==> src/rtl/tick_divider_chain.sv <==
// Programmable prescaler followed by a cascade of fixed-ratio tick stages.
// Each stage emits a one-cycle tick and a 50% square wave derived from it.
module tick_divider_chain #(
   parameter int CLK_DIV     = 100_000,
   parameter int NUM_STAGES  = 4,
   parameter int STAGE_RATIO = 10,
   parameter int DIV_W       = 32
) (
   input  logic                  clk,
   input  logic                  rst,
   input  logic                  enable,
   input  logic                  clear,
   input  logic                  div_load,
   input  logic [DIV_W-1:0]      div_value,
   output logic [NUM_STAGES-1:0] tick,
   output logic [NUM_STAGES-1:0] square
);

   localparam int SC_W = (STAGE_RATIO > 1) ? $clog2(STAGE_RATIO) : 1;
   localparam logic [SC_W-1:0] SC_LAST = SC_W'(STAGE_RATIO - 1);

   logic [DIV_W-1:0]      div_reg;
   logic [DIV_W-1:0]      pc;
   logic [SC_W-1:0]       sc [NUM_STAGES];
   logic                  pc_last;
   logic [NUM_STAGES-1:0] wrap;

   // div_reg is never 0, so div_reg-1 cannot underflow.
   assign pc_last = (pc == div_reg - DIV_W'(1));

   always_comb begin
      wrap    = '0;
      wrap[0] = enable && pc_last;
      for (int k = 1; k < NUM_STAGES; k++) begin
         wrap[k] = wrap[k-1] && (sc[k] == SC_LAST);
      end
   end

   // sc[0] exists only to keep indexing uniform; the prescaler plays its role.
   always_ff @(posedge clk or negedge rst) begin
      if (!rst) begin
         div_reg <= DIV_W'(CLK_DIV);
         pc      <= '0;
         tick    <= '0;
         square  <= '0;
         for (int k = 0; k < NUM_STAGES; k++) begin
            sc[k] <= '0;
         end
      end else begin
         if (div_load) begin
            div_reg <= (div_value == '0) ? DIV_W'(1) : div_value;
         end
         if (clear) begin
            pc     <= '0;
            tick   <= '0;
            square <= '0;
            for (int k = 0; k < NUM_STAGES; k++) begin
               sc[k] <= '0;
            end
         end else if (div_load) begin
            pc   <= '0;
            tick <= '0;
         end else if (enable) begin
            pc     <= pc_last ? '0 : pc + DIV_W'(1);
            tick   <= wrap;
            square <= square ^ wrap;
            for (int k = 1; k < NUM_STAGES; k++) begin
               if (wrap[k-1]) begin
                  sc[k] <= (sc[k] == SC_LAST) ? '0 : sc[k] + SC_W'(1);
               end
            end
         end else begin
            tick <= '0;
         end
      end
   end

endmodule

==> config.mk <==
export PLATFORM = sky130hd
export DESIGN_NAME = tick_divider_chain
export DESIGN_NICKNAME = d
export VERILOG_FILES = /design/src/rtl/tick_divider_chain.sv
export SDC_FILE = /design/constraint.sdc
export NUM_CORES = 1
export LEC_CHECK = 0
export ABC_AREA = 1
export CAP_MARGIN = 20
export CORE_UTILIZATION = 64
export CTS_CLUSTER_SIZE = 40
export DETAILED_ROUTE_END_ITERATION = 6
export GPL_ROUTABILITY_DRIVEN = 0
export PLACE_DENSITY = 0.86
export SYNTH_ARGS = -nofsm -noshare
export SYNTH_HDL_FRONTEND = slang
export SYNTH_SLANG_ARGS = --single-unit
==> constraint.sdc <==
create_clock -name clk -period 5.96 [get_ports clk]
set_clock_uncertainty 0.1 [all_clocks]
set_input_delay 1.192 -clock clk [delete_from_list [all_inputs] [get_ports clk]]
set_output_delay 1.192 -clock clk [all_outputs]
set_load 0.02 [all_outputs]
==> results of run 1 <==
==> path summary, 6_finish.rpt <==
check / end / cells past startpoint / slack [ns] / startpoint
setup / recovery: pc[6]$_DFFE_PN0P_ / 9 / 2.43 / div_load
hold / removal: div_reg[16]$_DFFE_PN1P_ / 2 / 0.41 / div_reg[16]$_DFFE_PN1P_
setup reg to reg: pc[3]$_DFFE_PN0P_ / 14 / 3.05 / div_reg[0]$_DFFE_PN0P_
hold reg to reg: div_reg[16]$_DFFE_PN1P_ / 2 / 0.41 / div_reg[16]$_DFFE_PN1P_
max in group asynchronous: div_reg[15]$_DFFE_PN1P_ / 2 / 4.51 / rst
min in group asynchronous: div_reg[8]$_DFFE_PN0P_ / 1 / 0.62 / rst
==> worst max-delay path: cells and delay by family <==
kind / cells / cell delay [ns]
AOI/OAI and AO/OA: 1 / 0.23
buffers and inverters: 5 / 1.20
and+or+nand+nor: 3 / 1.09
==> stage by stage <==
stage,power [uW],utilization,hold WS (ns),instances
final,1270,0.744,0.405,966
after global routing,1320,0.744,0.407,966
after CTS,1270,0.741,0.395,965
after detailed placement,822,0.716,0.379,949
after global placement,816,0.716,0.368,949
after floorplan,750,-,0.361,814
==> logic make-up (layout without fill, tap and decap cells) <==
group / Yosys count / in the layout / share of synthesized area
flip-flops: 84 / 84 / 0.368
adder cells (fa/ha/maj): 8 / 8 / 0.0175
buffers and inverters: 103 / 147 / 0.0739
AO/OA/AOI/OAI: 81 / 81 / 0.0788
XOR/XNOR: 51 / 51 / 0.0779
AND/OR/NAND/NOR: 487 / 487 / 0.384
==> placed cells by master, fill, tap and decap left out, drive strengths merged <==
master           n
nand3           51
a22o             2
o31ai            2
nor4             8
a21oi           12
buf              3
o21bai           1
nand2          240
or2              1
bufinv           2
nor2           128
dfrtp           78
ha               8
nor3            19
clkinvlp         1
dfstp            6
and2             2
xnor2           18
nand4           33
o211ai           1
o22ai           15
nand3b           5
clkbuf          12
xor2            33
o21ai           47
clkdlybuf4s50   43
a31oi            1
clkinv           3
inv             83
==> cell type report <==
| type | instances | area (um2) | share of cell area |
|---|---|---|---|
| Inverter | 85 | 320 | 0.0496 |
| Clock buffer | 12 | 145 | 0.0225 |
| Sequential cell | 84 | 2110 | 0.327 |
| Tap cell | 108 | 135 | 0.0209 |
| Clock inverter | 4 | 72.6 | 0.0112 |
| Multi-Input combinational cell | 627 | 3200 | 0.496 |
| Timing Repair Buffer | 46 | 473 | 0.0732 |
==> per-layer routing <==
layer,GRT usage,up-vias,routed length (um)
li1,-,2721,-
met3,0.0585,40,960
met1,0.462,2577,6750
met5,0,-,0
met2,0.486,234,6260
met4,0.116,0,366
==> report_power, final <==
| group | internal, uW | switching (uW) | leakage (uW) |
|---|---|---|---|
| Clock | 247 | 205 | 0.000107 |
| Sequential | 592 | 31.3 | 0.00111 |
| Combinational | 74.8 | 119 | 0.00164 |
==> qor.csv, run 1 <==
stage,metric,value,unit
cells_and_area,diodes,0,
sta,hold_viol,0,
logic_synthesis,yosysMostFrequentCell,nand2_1,
sta,slew_viol_final,0,
route,drt-pass1-iter-count,6,
sta,rsz0062_at_grt,false,
sta,period_share,0.593,
logic_synthesis,synthTopCellsByArea,"dfrtp_1, nand2_1, nor2_1, inv_1, xor2_1",
route,ant_nets,0,
logic_synthesis,synth_edf_count,0,
logic_synthesis,synth.avg_cell_area,7.05,um2
cells_and_area,final_cell_area,6460,um2
floorplanning,die_area,9340,um2
status,status,"complete, no violations",
place,place_ws,2.12,ns
worst_setup_path,crit_chain,clkdlybuf4s50_1 > buf_4 > nor2_1 > inv_1 > nor2_1 > inv_1 > nor2_4 > inv_2 > o31ai_1,
route,drt_iter0_drc,425,
logic_synthesis,synth_top_cell_by_area,dfrtp_1,
clock_tree,cts_max_level,3,
route,viasPerCell,5.77,
clock_tree,cts-root-buf,clkbuf_8,
clock_tree,ctsHoldBuffers,0,
grt,antenna_found_initial,0,
hold_path,min_path_type,reg2reg,
logic_synthesis,ys_seq_elements,84,
logic_synthesis,synth_top_area_frac,0.340,
power_and_ir_drop,leakagePower,0.00286,uW
clock_tree,cts_tree,done,
worst_setup_path,cp-end-kind,flip-flop,
floorplanning,die_w,96.7,um
worst_setup_path,path_max_fanout,44,
place,dp_hpwl,10.7,mm
worst_setup_path,max_stage_delay,0.44,ns
logic_synthesis,ys_seq_area_frac,0.368,
grt,grt_pass1_vias,5299,
logic_synthesis,synthArstFlopShare,1.00,
sta,worst_slack,2.43,ns
logic_synthesis,synth_cell_types,40,
clock_tree,clkTransAtPathRegs,0.08,ns
clock_tree,cts.sinks,84,
sta,fin_tns_setup,0,ns
power_and_ir_drop,ir_worst_vdd,0.000127,V
worst_setup_path,worstPathArrival,3.71,ns
logic_synthesis,synth_nets,859,
route,wl_per_cell,14.8,um
cells_and_area,area_delta_synth_final,12.6,%
job,maxCapViolations,0,
worst_setup_path,cp.required,6.14,ns
floorplanning,boundaryPins,45,
logic_synthesis,synthCells,814,
route,post-route-drc-count,0,
grt,grt_pass1_wl,24.5,mm
clock_tree,cts_buffers,9,
logic_synthesis,synthesis.area,5740,um2
worst_setup_path,criticalPathCategory,in2reg,
sta,maxSlewHeadroom,0.350,
power_and_ir_drop,powerDensity,197,nW/um2
clock_tree,clockBufferDepth,2,
floorplanning,rows,34,
clock_tree,worstSkewPairLatency,0.37,ns
clock_tree,cts_resized,0,
cells_and_area,nFillCells,711,
sta,setup_violations,0,
floorplanning,start_util,0.661,
worst_setup_path,crit_slowest_cell,nor2_1,
place,placed_area,6210,um2
grt,track_usage,0.321,
worst_setup_path,start_kind,input pin,
logic_synthesis,synth_flop_cell,dfrtp_1,
clock_tree,postCtsSetupRepairBufs,0,
floorplanning,core-area,8680,um2
grt,grt_max_degree,85,
route,wirelength,14.3,mm
cells_and_area,layout-drive-gt1-share,0.0746,
sta,worst_slew_pin_slew,0.968,ns
logic_synthesis,yosysWarningCount,0,
cells_and_area,nNetsFinal,898,
sta,fmax,283,MHz
logic_synthesis,synth_commonest_cells,"nand2_1, nor2_1, inv_1",
route,num_vias,5572,
floorplanning,chipHeight,96.7,um
grt,overflow,0,
place,port_buffers,44,
sta,final.min_clock_period,3.53,ns
Power figures use the tool's default switching activity.
==> run 2, diff against run 1 <==
--- a/config.mk
+++ b/config.mk
@@ -7,11 +7,11 @@
 export LEC_CHECK = 0
 export ABC_AREA = 1
 export CAP_MARGIN = 20
-export CORE_UTILIZATION = 64
+export CORE_UTILIZATION = 59
 export CTS_CLUSTER_SIZE = 40
 export DETAILED_ROUTE_END_ITERATION = 6
 export GPL_ROUTABILITY_DRIVEN = 0
-export PLACE_DENSITY = 0.86
+export PLACE_DENSITY = 0.81
 export SYNTH_ARGS = -nofsm -noshare
 export SYNTH_HDL_FRONTEND = slang
 export SYNTH_SLANG_ARGS = --single-unit
==> constraint.sdc (replaced) <==
create_clock -name clk -period 3.4 [get_ports clk]
set_clock_uncertainty 0.1 [all_clocks]
set_input_delay 0.68 -clock clk [delete_from_list [all_inputs] [get_ports clk]]
set_output_delay 0.68 -clock clk [all_outputs]
set_load 0.02 [all_outputs]
==> run 2 against run 1 <==
Effect of this change: critical path depth up 5; cell area grew 0.78%; wire length up 3.4%; core utilization shrank 4.6 points; critical endpoint is now pc[7]$_DFFE_PN0P_; highest routed layer unchanged.
==> qor.csv, run 2 (synthesis gave the netlist of run 1 again) <==
stage,metric,value,unit,change
sta,maxSlewHeadroom,0.525,,+0.176
cells_and_area,final_cell_area,6510,um2,+0.78%
worst_setup_path,crit_slowest_cell,dfrtp_1,,
worst_setup_path,cp.required,3.51,ns,-2.63 ns
sta,fmax,343,MHz,
hold_path,min_path_type,in2async,,
route,wirelength,14.8,mm,+3.4%
sta,worst_slew_pin_slew,0.711,ns,-0.257 ns
worst_setup_path,path_buf_inv,2,,-3
cells_and_area,diodes,0,,unchanged
floorplanning,die_w,101,um,+4.1%
floorplanning,start_util,0.615,,-0.0460
grt,overflow,0,,unchanged
route,wl_per_cell,15.0,um,+0.96%
route,num_vias,5608,,+0.65%
route,post-route-drc-count,0,,unchanged
cells_and_area,nFillCells,818,,+15%
clock_tree,ctsHoldBuffers,0,,unchanged
grt,grt_pass1_vias,5327,,+0.53%
floorplanning,chipHeight,101,um,+4.1%
clock_tree,postCtsSetupRepairBufs,0,,unchanged
grt,antenna_found_initial,0,,unchanged
clock_tree,clockBufferDepth,2,,unchanged
cells_and_area,layout_common_cells,"nand2_1, nor2_1, inv_1, dfrtp_1, nand3_1",,
cells_and_area,seq_area,2110,um2,unchanged
route,viasPerCell,5.67,,-1.7%
sta,fin_tns_setup,0,ns,unchanged
clock_tree,cts.sinks,84,,unchanged
sta,setup_violations,0,,unchanged
clock_tree,clkTransAtPathRegs,0.09,ns,about the same
job,maxCapViolations,0,,unchanged
power_and_ir_drop,power.switching,645,uW,+82%
route,drt_iter0_drc,428,,+0.71%
cells_and_area,multi_input_area,3200,um2,unchanged
place,place_ws,0.388,ns,-1.73 ns
route,ant_nets,0,,unchanged
sta,final.min_clock_period,2.91,ns,
floorplanning,die_area,10100,um2,+8.3%
floorplanning,rows,35,,+2.9%
worst_setup_path,path_delay_family,simple AND/OR/NAND/NOR gates,,
cells_and_area,nNetsFinal,900,,+0.22%
place,placed_area,6250,um2,+0.66%
power_and_ir_drop,ir_worst_vdd,0.000221,V,+75%
sta,worst_slack,0.487,ns,-1.94 ns
clock_tree,cts_buffers,9,,unchanged
cells_and_area,layout_commonest_cell,nand2_1,,
sta,rsz0062_at_grt,false,,
sta,period_share,0.857,,
worst_setup_path,path_max_fanout,14,,-68%
worst_setup_path,startpoint,div_reg[0]$_DFFE_PN0P_,,
cells_and_area,layout-drive-gt1-share,0.0779,,+0.00331
place,port_buffers,44,,unchanged
power_and_ir_drop,swShare,0.286,,+0.00663
clock_tree,worstSkewPairLatency,0.36,ns,about the same
power_and_ir_drop,powerDensity,346,nW/um2,+76%
worst_setup_path,reg2reg_from,div_reg[0]$_DFFE_PN0P_,,
grt,grt_pass1_wl,25.0,mm,+1.7%
worst_setup_path,critPathMostFrequentCell,nor2_4,,
power_and_ir_drop,pwr-share-comb,0.154,,about the same
worst_setup_path,cp-end-kind,flip-flop,,
worst_setup_path,start_kind,flip-flop,,
route,drt-pass1-iter-count,6,,unchanged
clock_tree,cts_tree,done,,
power_and_ir_drop,p_int,1610,uW,+76%
status,status,"complete, no violations",,
clock_tree,cts-root-buf,clkbuf_8,,
worst_setup_path,crit_chain,inv_2 > ha_1 > nand2_2 > nor2_4 > nand2_1 > nor2_1 > xor2_1 > nand2_1 > nor2_1 > nand3_1 > nor2_4 > nor2_4 > inv_2 > o22ai_1,,
worst_setup_path,worstPathArrival,3.02,ns,-0.69 ns
place,dp_hpwl,11.0,mm,+2.3%
grt,track_usage,0.315,,-0.00596
clock_tree,cts_max_level,3,,unchanged
power_and_ir_drop,seqPwrFrac,0.486,,-0.005
floorplanning,boundaryPins,45,,unchanged
floorplanning,core-area,9330,um2,+7.5%
cells_and_area,area_delta_synth_final,13.5,%,
sta,slew_viol_final,0,,unchanged
power_and_ir_drop,p_clk_frac,0.360,,+0.004
worst_setup_path,criticalPathCategory,reg2reg,,
worst_setup_path,max_stage_delay,0.40,ns,-0.04 ns
power_and_ir_drop,leakagePower,0.00287,uW,+0.48%
grt,grt_max_degree,85,,unchanged
clock_tree,cts_resized,0,,unchanged
sta,hold_viol,0,,unchanged
[run 2: cell types whose count changed in the layout (fill, tap and decap cells not counted), sizes merged]
cell,delta
buf,+2
clkinv,+1
clkbuf,-1
[run 2: layout make-up]
cell class | count | share of cell area
inverter | 85 | 0.0492
timing repair buffer | 48 | 0.0750
sequential | 84 | 0.324
clock buffer | 11 | 0.0217
clock inverter | 5 | 0.0131
tap | 129 | 0.0248
multi-input combinational | 627 | 0.492
[run 2: per-layer routing]
metal | track usage | part of all wire
met1 | 0.432 | 0.45
met2 | 0.492 | 0.44
met3 | 0.0631 | 0.075
met4 | 0.126 | 0.026
met5 | 0 | 0
[run 2: final timing paths]
check,endpoint,slack (ns),depth (start not counted)
min in group clk,square[1]$_DFFE_PN0P_,0.38,1
min reg2reg,square[1]$_DFFE_PN0P_,0.38,1
max reg2reg,pc[7]$_DFFE_PN0P_,0.49,14
max,pc[7]$_DFFE_PN0P_,0.49,14
min,div_reg[8]$_DFFE_PN0P_,0.16,1
max in group asynchronous,div_reg[5]$_DFFE_PN1P_,2.40,2
[run 2: power by group through the flow]
stage | combinational, uW | clock, uW | sequential (uW)
final | 347 | 811 | 1090
after global routing | 390 | 856 | 1100
after CTS | 340 | 823 | 1090
after detailed placement | 335 | 0 | 1110
after global placement | 326 | 0 | 1110
after floorplan | 224 | 0 | 1090
[run 2: metrics by stage]
stage	total power [uW]	hold slack (ns)	std cells	util
3_3_place_gp	1430	0.363	972	0.670
6_report	2250	0.163	989	0.698
2_1_floorplan	1320	0.284	814	-
5_1_grt	2340	0.194	989	0.698
4_1_cts	2250	0.383	988	0.695
3_5_place_dp	1440	0.371	972	0.670
